--- config.mk ---
export PLATFORM = sky130hd
export DESIGN_NAME = mem_access_stage
export DESIGN_NICKNAME = d
export VERILOG_FILES = /design/src/rtl/mem_pkg.sv /design/src/rtl/mem_lane_align.sv /design/src/rtl/mem_access_stage.sv
export SDC_FILE = /design/constraint.sdc
export NUM_CORES = 1
export LEC_CHECK = 0
export CORE_MARGIN = 2
export CORE_UTILIZATION = 28
export DETAILED_ROUTE_END_ITERATION = 8
export HOLD_SLACK_MARGIN = 0.12
export PLACE_DENSITY = 0.61
export SLEW_MARGIN = 10
export SYNTH_ARGS = -nofsm -noshare
export SYNTH_HDL_FRONTEND = slang
export SYNTH_HIERARCHICAL = 1
export SYNTH_SLANG_ARGS = --single-unit
--- constraint.sdc ---
create_clock -name clk -period 4 [get_ports clk]
set_input_delay 0.8 -clock clk [delete_from_list [all_inputs] [get_ports clk]]
set_output_delay 0.8 -clock clk [all_outputs]
set_load 0.02 [all_outputs]
--- src/rtl/mem_pkg.sv ---
// mem_pkg: shared definitions for the memory-access stage.
//   - load/store opcode constants
//   - FSM state enum (IDLE / WAIT)
//   - access-size enum and opcode decode helpers (is_load, is_store, size)
package mem_pkg;

    localparam logic [7:0] OP_LB  = 8'hE0;
    localparam logic [7:0] OP_LH  = 8'hE1;
    localparam logic [7:0] OP_LW  = 8'hE3;
    localparam logic [7:0] OP_LBU = 8'hE4;
    localparam logic [7:0] OP_LHU = 8'hE5;
    localparam logic [7:0] OP_SB  = 8'hE8;
    localparam logic [7:0] OP_SH  = 8'hE9;
    localparam logic [7:0] OP_SW  = 8'hEB;

    typedef enum logic {
        ST_IDLE = 1'b0,
        ST_WAIT = 1'b1
    } mem_state_t;

    // log2 of the access size in bytes
    typedef enum logic [1:0] {
        SZ_BYTE = 2'd0,
        SZ_HALF = 2'd1,
        SZ_WORD = 2'd2
    } mem_size_t;

    function automatic logic mem_is_load(input logic [7:0] op);
        return (op == OP_LB) || (op == OP_LH) || (op == OP_LW) ||
               (op == OP_LBU) || (op == OP_LHU);
    endfunction

    function automatic logic mem_is_store(input logic [7:0] op);
        return (op == OP_SB) || (op == OP_SH) || (op == OP_SW);
    endfunction

    // Only meaningful for memory opcodes; anything else reports a word.
    function automatic mem_size_t mem_size(input logic [7:0] op);
        mem_size_t sz;
        case (op)
            OP_LB, OP_LBU, OP_SB: sz = SZ_BYTE;
            OP_LH, OP_LHU, OP_SH: sz = SZ_HALF;
            default:              sz = SZ_WORD;
        endcase
        return sz;
    endfunction

endpackage

--- src/rtl/mem_lane_align.sv ---
// mem_lane_align: combinational load-data lane selection and extension.
// Ports:
//   rdata_i    [DATA_W]        raw memory read data
//   lane_off_i [log2(DATA_W/8)] byte offset of the access (already size-aligned)
//   aluop_i    [8]             load opcode (selects width and signedness)
//   result_o   [DATA_W]        extended load result (0 for non-load opcodes)
module mem_lane_align
    import mem_pkg::*;
#(
    parameter int DATA_W = 32
) (
    input  logic [DATA_W-1:0]            rdata_i,
    input  logic [$clog2(DATA_W/8)-1:0]  lane_off_i,
    input  logic [7:0]                   aluop_i,
    output logic [DATA_W-1:0]            result_o
);

    logic [DATA_W-1:0] shifted;
    logic        [7:0]  lane_b;
    logic        [15:0] lane_h;
    logic signed [7:0]  lane_bs;
    logic signed [15:0] lane_hs;
    logic signed [31:0] lane_ws;

    always_comb begin
        shifted = rdata_i >> {lane_off_i, 3'b000};
        lane_b  = shifted[7:0];
        lane_h  = shifted[15:0];
        lane_bs = shifted[7:0];
        lane_hs = shifted[15:0];
        lane_ws = shifted[31:0];

        result_o = '0;
        case (aluop_i)
            OP_LB:  result_o = DATA_W'(lane_bs);
            OP_LBU: result_o = DATA_W'(lane_b);
            OP_LH:  result_o = DATA_W'(lane_hs);
            OP_LHU: result_o = DATA_W'(lane_h);
            // On a 32-bit datapath the sign extension is a no-op.
            OP_LW:  result_o = DATA_W'(lane_ws);
            default: result_o = '0;
        endcase
    end

endmodule

--- src/rtl/mem_access_stage.sv ---
// mem_access_stage: pipeline memory-access stage with a blocking
// request/ack memory handshake.
//   Non-memory ops pass straight to the registered writeback (latency 1).
//   Loads/stores are latched, a request is held in WAIT until mem_ack_i,
//   then a single-cycle writeback pulse is produced.
// Ports:
//   clk, reset                     clock, synchronous active-high reset
//   valid_i, aluop_i               execute result valid, opcode
//   write_regAddress_i/is_write_i/write_regValue_i  writeback request
//   mem_address_i, reg_operation2_value_i           address, store data
//   mem_ack_i, mem_rdata_i         memory completion, read data
//   mem_req_o/we_o/addr_o/wdata_o/be_o              memory request
//   stall_o                        upstream must hold inputs while high
//   wb_valid_o/is_write_o/write_regAddress_o/write_regValue_o  writeback
//   misalign_o                     only when MEM_ALIGN_CHECK_EN is defined
// Build option: MEM_ALIGN_CHECK_EN traps misaligned half/word accesses
// instead of silently forcing them aligned.
module mem_access_stage
    import mem_pkg::*;
#(
    parameter int DATA_W = 32,
    parameter int ADDR_W = 32
) (
    input  logic                 clk,
    input  logic                 reset,
    input  logic                 valid_i,
    input  logic [7:0]           aluop_i,
    input  logic [4:0]           write_regAddress_i,
    input  logic                 is_write_i,
    input  logic [DATA_W-1:0]    write_regValue_i,
    input  logic [ADDR_W-1:0]    mem_address_i,
    input  logic [DATA_W-1:0]    reg_operation2_value_i,
    input  logic                 mem_ack_i,
    input  logic [DATA_W-1:0]    mem_rdata_i,
    output logic                 mem_req_o,
    output logic                 mem_we_o,
    output logic [ADDR_W-1:0]    mem_addr_o,
    output logic [DATA_W-1:0]    mem_wdata_o,
    output logic [DATA_W/8-1:0]  mem_be_o,
    output logic                 stall_o,
    output logic                 wb_valid_o,
    output logic                 is_write_o,
    output logic [4:0]           write_regAddress_o,
    output logic [DATA_W-1:0]    write_regValue_o
`ifdef MEM_ALIGN_CHECK_EN
    ,
    output logic                 misalign_o
`endif
);

    localparam int NB    = DATA_W / 8;
    localparam int OFF_W = $clog2(NB);

    mem_state_t state_q, state_d;

    logic              in_is_mem, in_misaligned, accept_mem, idle_valid;
    logic [7:0]        op_q;
    logic [ADDR_W-1:0] addr_q;
    logic [DATA_W-1:0] sdata_q;
    logic [4:0]        rd_q;
    logic              isw_q;

    mem_size_t         size_q;
    logic [OFF_W-1:0]  size_mask, off_al;
    logic [NB-1:0]     be_base, be_full;
    logic [DATA_W-1:0] wdata_rep, load_val;
    logic              in_wait, is_st_q;

    // ---- Accept: decode incoming op ----
    assign in_is_mem  = mem_is_load(aluop_i) | mem_is_store(aluop_i);
    assign idle_valid = (state_q == ST_IDLE) && valid_i;

`ifdef MEM_ALIGN_CHECK_EN
    mem_size_t in_size;
    assign in_size       = mem_size(aluop_i);
    assign in_misaligned = in_is_mem &&
        ((mem_address_i[1:0] & 2'((1 << in_size) - 1)) != 2'b00);
`else
    assign in_misaligned = 1'b0;
`endif

    assign accept_mem = idle_valid && in_is_mem && !in_misaligned;

    always_ff @(posedge clk) begin
        if (reset) state_q <= ST_IDLE;
        else       state_q <= state_d;
    end

    always_comb begin
        state_d = state_q;
        case (state_q)
            ST_IDLE: if (accept_mem) state_d = ST_WAIT;
            ST_WAIT: if (mem_ack_i)  state_d = ST_IDLE;
            default: state_d = ST_IDLE;
        endcase
    end

    // Operand latch: data only, qualified by accept, so no reset needed.
    always_ff @(posedge clk) begin
        if (accept_mem) begin
            op_q    <= aluop_i;
            addr_q  <= mem_address_i;
            sdata_q <= reg_operation2_value_i;
            rd_q    <= write_regAddress_i;
            isw_q   <= is_write_i;
        end
    end

    // ---- WAIT: memory request built from latched operands ----
    always_comb begin
        size_q    = mem_size(op_q);
        size_mask = OFF_W'((1 << size_q) - 1);
        // Low address bits below the access size are dropped (forced aligned).
        off_al    = addr_q[OFF_W-1:0] & ~size_mask;
        be_base   = '0;
        wdata_rep = '0;
        case (size_q)
            SZ_BYTE: begin
                be_base   = NB'(1);
                wdata_rep = {(DATA_W/8){sdata_q[7:0]}};
            end
            SZ_HALF: begin
                be_base   = NB'(3);
                wdata_rep = {(DATA_W/16){sdata_q[15:0]}};
            end
            default: begin
                be_base   = NB'(15);
                wdata_rep = {(DATA_W/32){sdata_q[31:0]}};
            end
        endcase
        be_full = be_base << off_al;
    end

    // Outputs depend only on state and latched operands, so they are
    // stable for the whole WAIT and zero everywhere else.
    assign in_wait     = (state_q == ST_WAIT);
    assign is_st_q     = mem_is_store(op_q);
    assign mem_req_o   = in_wait;
    assign stall_o     = in_wait;
    assign mem_we_o    = in_wait & is_st_q;
    assign mem_addr_o  = in_wait ? {addr_q[ADDR_W-1:OFF_W], {OFF_W{1'b0}}} : '0;
    assign mem_be_o    = in_wait ? be_full : '0;
    assign mem_wdata_o = mem_we_o ? wdata_rep : '0;

    mem_lane_align #(
        .DATA_W (DATA_W)
    ) u_lane_align (
        .rdata_i    (mem_rdata_i),
        .lane_off_i (off_al),
        .aluop_i    (op_q),
        .result_o   (load_val)
    );

    // ---- Writeback: registered, single-cycle valid pulse ----
    always_ff @(posedge clk) begin
        if (reset) begin
            wb_valid_o         <= 1'b0;
            is_write_o         <= 1'b0;
            write_regAddress_o <= '0;
            write_regValue_o   <= '0;
        end else begin
            wb_valid_o <= 1'b0;
            is_write_o <= 1'b0;
            if (idle_valid && !in_is_mem) begin
                wb_valid_o         <= 1'b1;
                is_write_o         <= is_write_i;
                write_regAddress_o <= write_regAddress_i;
                write_regValue_o   <= write_regValue_i;
            end else if (idle_valid && in_misaligned) begin
                wb_valid_o         <= 1'b1;
                write_regAddress_o <= write_regAddress_i;
                write_regValue_o   <= '0;
            end else if (in_wait && mem_ack_i) begin
                wb_valid_o         <= 1'b1;
                write_regAddress_o <= rd_q;
                if (is_st_q) begin
                    write_regValue_o <= '0;
                end else begin
                    is_write_o       <= isw_q;
                    write_regValue_o <= load_val;
                end
            end
        end
    end

`ifdef MEM_ALIGN_CHECK_EN
    always_ff @(posedge clk) begin
        if (reset) misalign_o <= 1'b0;
        else       misalign_o <= idle_valid && in_misaligned;
    end
`endif

endmodule

==> flow_summary.ini <==
[routing]
viasPerCell = 4.947
drc = 0
first_pass_iters = 5
drt-wirelength-per-cell_um = 18.96
via_count = 5590
drt_wl_total_um = 21420
antenna_left = 0
drtIter0Drc = 346

[hold_path]
hp-class = reg2reg

[logic_synthesis]
synth_cells = 597
synth_cell_types = 49
ys_seq_area_frac = 0.5059
yosysTopAreaCell = edfxtp_1
synth_ff_type = edfxtp_1
synth_edf_count = 78
muxShareOfSynthArea = 0.04230
synth.area.top_cells = edfxtp_1, dfxtp_1, a211oi_1, o221a_1, a21oi_1
yosysMostFrequentCell = edfxtp_1
synth_xor_xnor_area_share = 0
avgSynthCellArea_um2 = 10.41
yosys.area_share.simple = 0.1402
yosysWarnings = 6
yosys-top-cells-count = edfxtp_1, nor2_1, a21oi_1
yosys_register_bits = 118
netlist_area_um2 = 6212
synth_top_family_by_area = compound AO/OA/AOI/OAI gates
synth_adder_area_share = 0
synth_top_area_frac = 0.3770
synth-compound-area-share = 0.2429
async_flop_share = 0

[place]
port_buffers = 253
dpl_worst_slack_ps = 565.8
gp_congestion = 0.8450
hpwl_um = 15790

[critical_path]
crit_fanout = 21
cp.buffers_inverters = 2
cp_top_family = buffers and inverters
start_kind = register
arrival_ps = 2810
cp_slowest_cell = clkdlybuf4s50_1
cp.required_ps = 3200
path_class = reg2out
end_kind = output pin
crit_chain = nand4b_4 -> a211oi_4 -> buf_4 -> nor2_1 -> a211oi_1 -> clkdlybuf4s50_1
cpPeakStageDelay_ps = 660

[timing]
rsz0062_at_grt = no
clock.fmax_mhz = 276.7
fin_crit_sh = 0.9036
min_period_ps = 3614
worst_slack_ps = 385.7
finalSetupViolations = 0
tightest_slew_ps = 1068
relSlewSlack = 0.2875
maxSlewViolCount = 0
whs_ps = 492.0
hold_violations = 0
finClkSkew_ps = 11.65
setup_tns_ps = 0

[global_route]
grt.met3_usage = 0.06918
grt-busiest-layer = met2
met1_usage = 0.2388
antenna_found_initial = 1
met2_usage = 0.2667
grt_use_total = 0.1799
overflow = 0
grt_pass1_vias = 5568
grt_max_degree = 50
grt_pass1_wl_um = 32750

[floorplan]
placementRows = 54
core-area_um2 = 21820
num_io_pins = 256
die_h_um = 153.0
start_util = 0.2847
dieArea_um2 = 23390
die_w_um = 153.0

[cts]
cts.path.max_buffers = 2
clk_pin_slew_ps = 60
post_cts_buffers = 0
cts_resized = 0
cts_tree = yes
numCtsBuffers = 17
hold_buffers = 0
clock_latency_ps = 420
cts_num_sinks = 118
cts_htree_levels = 4
root_buffer = clkbuf_16

[final_layout]
finish.utilization = 0.4403
fin_nets = 982
fill_cells = 2083
drive_gt1_frac = 0.09658
syn_to_final_growth_pct = 54.68

[power_and_ir_drop]
irDropWorstVdd_v = 0.0002724
finalPower_uw = 3366
power_leakage_uw = 0.003288
p_per_area_nw_per_um2 = 350.3

[run_status]
status = finished, final reports clean

[flow_run]
drv_cap = 0
==> cell families (layout without fill, tap and decap cells) <==
family          Yosys count  count (layout)
compound gates          197             197
buf+inv                  88             339
flops                   118             118
mux                      25              25
other cells               1               3
simple gates            168             168
==> per-layer routing <==
layer / up-vias / routed length, µm
li1: 2683 / -
met1: 2581 / 9468
met2: 291 / 9271
met3: 33 / 2180
met4: 2 / 487
met5: - / 13
==> state kept, by name, indices dropped and copies added (netlist names) <==
name,cells
write_regAddress_o,5
write_regValue_o,32
sdata_q,32
mem_req_o,1
addr_q,32
op_q,8
wb_valid_o,1
isw_q,1
rd_q,5
is_write_o,1
==> final timing paths <==
check,from,end,slack (ps),depth (start not counted)
hold / removal,write_regAddress_o[1],write_regAddress_o[1],490,2
setup / recovery,op_q[4],mem_wdata_o[27],390,6
hold reg to reg,write_regAddress_o[1],write_regAddress_o[1],490,2
setup reg to reg,op_q[4],write_regValue_o[19],890,10
==> where the power goes <==
group	total, µW	switching [µW]	leakage [µW]	internal (µW)
sequential	1360	22.8	0.00103	1340
combinational	390	161	0.00195	229
clock	1620	666	0.000299	949
total	3370	851	0.00329	2520
==> cell usage in the layout (no fill, tap or decap), types with 3 or more instances in the layout <==
cell | synthesis | final
and3_1 | 9 | 9
a21boi_0 | 3 | 3
nand4b_1 | 3 | 3
a21o_1 | 8 | 8
dfxtp_1 | 40 | 40
a21oi_1 | 49 | 49
clkbuf_16 | 0 | 17
inv_6 | 0 | 4
o221a_1 | 32 | 32
clkdlybuf4s50_1 | 0 | 253
nor2_4 | 1 | 3
a311oi_1 | 5 | 5
nand2b_1 | 3 | 3
inv_1 | 35 | 35
nor3_1 | 5 | 5
clkinv_4 | 0 | 3
and2_1 | 32 | 32
mux2i_1 | 24 | 24
nand2_1 | 42 | 41
nor2b_1 | 11 | 10
buf_4 | 3 | 17
a211oi_2 | 6 | 6
edfxtp_1 | 78 | 78
inv_8 | 0 | 5
nor2_1 | 51 | 50
a21oi_2 | 8 | 8
o21ai_0 | 26 | 26
a211oi_1 | 48 | 48
==> tightest hold or removal path, delay by kind of cell (launching register included) <==
kind            cells  cell delay, ps
compound gates      1              70
flops               1             310
simple gates        1              50
==> stage by stage <==
| stage | instance area [µm²] | cells |
|---|---|---|
| final | 9609 | 1130 |
| after global routing | 9607 | 1129 |
| after CTS | 9604 | 1129 |
| after detailed placement | 8994 | 1097 |
| after global placement | 8994 | 1097 |
| after floorplan | 6221 | 598 |
==> final cells by class <==
cell class / count / area (µm²) / share of cell area
Inverter: 35 / 131.4 / 0.01367
Antenna cell: 1 / 2.502 / 0.0002604
Multi-Input combinational cell: 392 / 2671 / 0.2780
Clock inverter: 15 / 185.2 / 0.01927
Clock buffer: 17 / 425.4 / 0.04427
Timing Repair Buffer: 272 / 2700 / 0.2810
Sequential cell: 118 / 3143 / 0.3271
Tap cell: 280 / 350.3 / 0.03646
No activity file was read; power rests on OpenSTA's default activity.
==> edit: new RTL, config.mk and constraints unchanged <==
`DATA_W` is set to 32 in 2 places; all go to 64.
--- a/src/rtl/mem_lane_align.sv
+++ b/src/rtl/mem_lane_align.sv
@@ -7,7 +7,7 @@
 module mem_lane_align
     import mem_pkg::*;
 #(
-    parameter int DATA_W = 32
+    parameter int DATA_W = 64
 ) (
     input  logic [DATA_W-1:0]            rdata_i,
     input  logic [$clog2(DATA_W/8)-1:0]  lane_off_i,
--- a/src/rtl/mem_access_stage.sv
+++ b/src/rtl/mem_access_stage.sv
@@ -18,7 +18,7 @@
 module mem_access_stage
     import mem_pkg::*;
 #(
-    parameter int DATA_W = 32,
+    parameter int DATA_W = 64,
     parameter int ADDR_W = 32
 ) (
     input  logic                 clk,
Ports: changed (6 resized); port bits go from 256 to 420. The function was not compared with the original's and may differ.
==> edit against the unedited design <==
Cell area is 45% higher; hold slack worse by 0.0025 ns; count of clock-buffer cells in the layout is 3 higher; via count is 52% higher; power is 21% higher; worst setup slack worse by 0.11 ns; synthesized area is 55% higher; sequential cell count is 32 higher; sequential share of layout area is 5.6 points lower; fmax is 3.0% lower; wire length is 62% higher; critical path type unchanged; critical endpoint is now mem_wdata_o[31]; highest routed layer is now met4.
==> edit: results (changes against the unedited design) <==
metric	value	unit	change
status	finished, final reports clean		unchanged
routedWlPerCell	20.96	µm	was 18.96 µm
cp_max_fo	14		was 21
wl_met2	16.29	mm	was 9.271 mm
grt_pass1_wl	52.06	mm	was 32.75 mm
whs	0.4895	ns	was 0.4920 ns
wl_met1	15.96	mm	was 9.468 mm
power_leakage	4.562	nW	was 3.288 nW
clock-skew-final	0.008643	ns	was 0.01165 ns
num_vias	8471		was 5590
synthTopCellsByCount	nor2_1, edfxtp_1, buf_4		was edfxtp_1, nor2_1, a21oi_1
synth_area_leaders	edfxtp_1, dfxtp_1, a221oi_2		was edfxtp_1, dfxtp_1, a211oi_1
largest_registers	write_regValue_o x64, addr_q x32, sdata_q x32		was addr_q x32, sdata_q x32, write_regValue_o x32
io_buffers	384		was 253
hpwl	25.30	mm	was 15.79 mm
gp_congestion	0.8197		was 0.8450
dr_wl_met3	1.589	mm	was 2.180 mm
grt_max_degree	89		was 50
final_net_count	1433		was 982
drtIter0Drc	505		was 346
layout-drive-gt1-share	14.78	%	was 9.658%
yosysSeqAreaShare	39.20	%	was 50.59%
grt_use_total	18.90	%	was 17.99%
peakVddDrop	0.2337	mV	was 0.2724 mV
antenna_found_initial	2		was 1
place_ws	0.3373	ns	was 0.5658 ns
synth_cells	932		was 597
n_fill_cell	3243		was 2083
place_inst	1620		was 1097
cp.arrival	2.93	ns	was 2.81 ns
worst_slew_pin_slew	0.9607	ns	was 1.068 ns
[edit: cell families (layout without fill, tap and decap cells)]
kind of cell,after synthesis,in the layout,share of synthesized area [%]
AND/OR/NAND/NOR,223,223,10.90
buffers and inverters,180,450,10.93
multiplexers,92,92,11.91
AO/OA/AOI/OAI,286,286,27.03
flip-flops,150,150,39.20
other,1,5,0.03885
[edit: final timing paths]
kind / start / end / depth (start not counted)
max reg2reg: op_q[4]$_DFFE_PP_ / write_regValue_o[56]$_SDFFE_PP0P_ / 10
max: op_q[4]$_DFFE_PP_ / mem_wdata_o[31] / 6
min reg2reg: write_regAddress_o[0]$_SDFFE_PP0P_ / write_regAddress_o[0]$_SDFFE_PP0P_ / 2
min: write_regAddress_o[0]$_SDFFE_PP0P_ / write_regAddress_o[0]$_SDFFE_PP0P_ / 2
[edit: where the power goes]
group / leakage (nW) / switching (mW) / internal, mW
sequential: 1.30 / 0.0313 / 1.68
clock: 0.284 / 0.661 / 0.982
combinational: 2.98 / 0.319 / 0.399
total: 4.56 / 1.01 / 3.06
[edit: metal layers]
layer | global-route usage (%) | vias up
met5 | 0 | -
met4 | 6.261 | 0
met3 | 3.210 | 39
met2 | 29.94 | 247
met1 | 26.14 | 4177
li1 | - | 4008
[edit: final cells by class]
cell class,count,share of cell area [%]
multi-input combinational,604,34.84
timing repair buffer,413,29.67
sequential,150,27.07
tap,448,4.011
clock buffer,20,3.124
clock inverter,12,1.110
inverter,5,0.1343
antenna,2,0.03581
[edit: worst max-delay path, stage by stage, from the launching register on]
cell,delay [ns]
edfxtp_1,0.38
and4b_1,0.34
and2_1,0.39
buf_4,0.28
nor2_1,0.06
a211oi_1,0.37
clkdlybuf4s50_1,0.68
[edit: metrics by stage]
stage | util (%) | instance area (µm²)
final | 41.47 | 13980
after global routing | 41.47 | 13980
after CTS | 41.46 | 13970
after detailed placement | 39.70 | 13380
after global placement | 39.70 | 13380
after floorplan | - | 9671
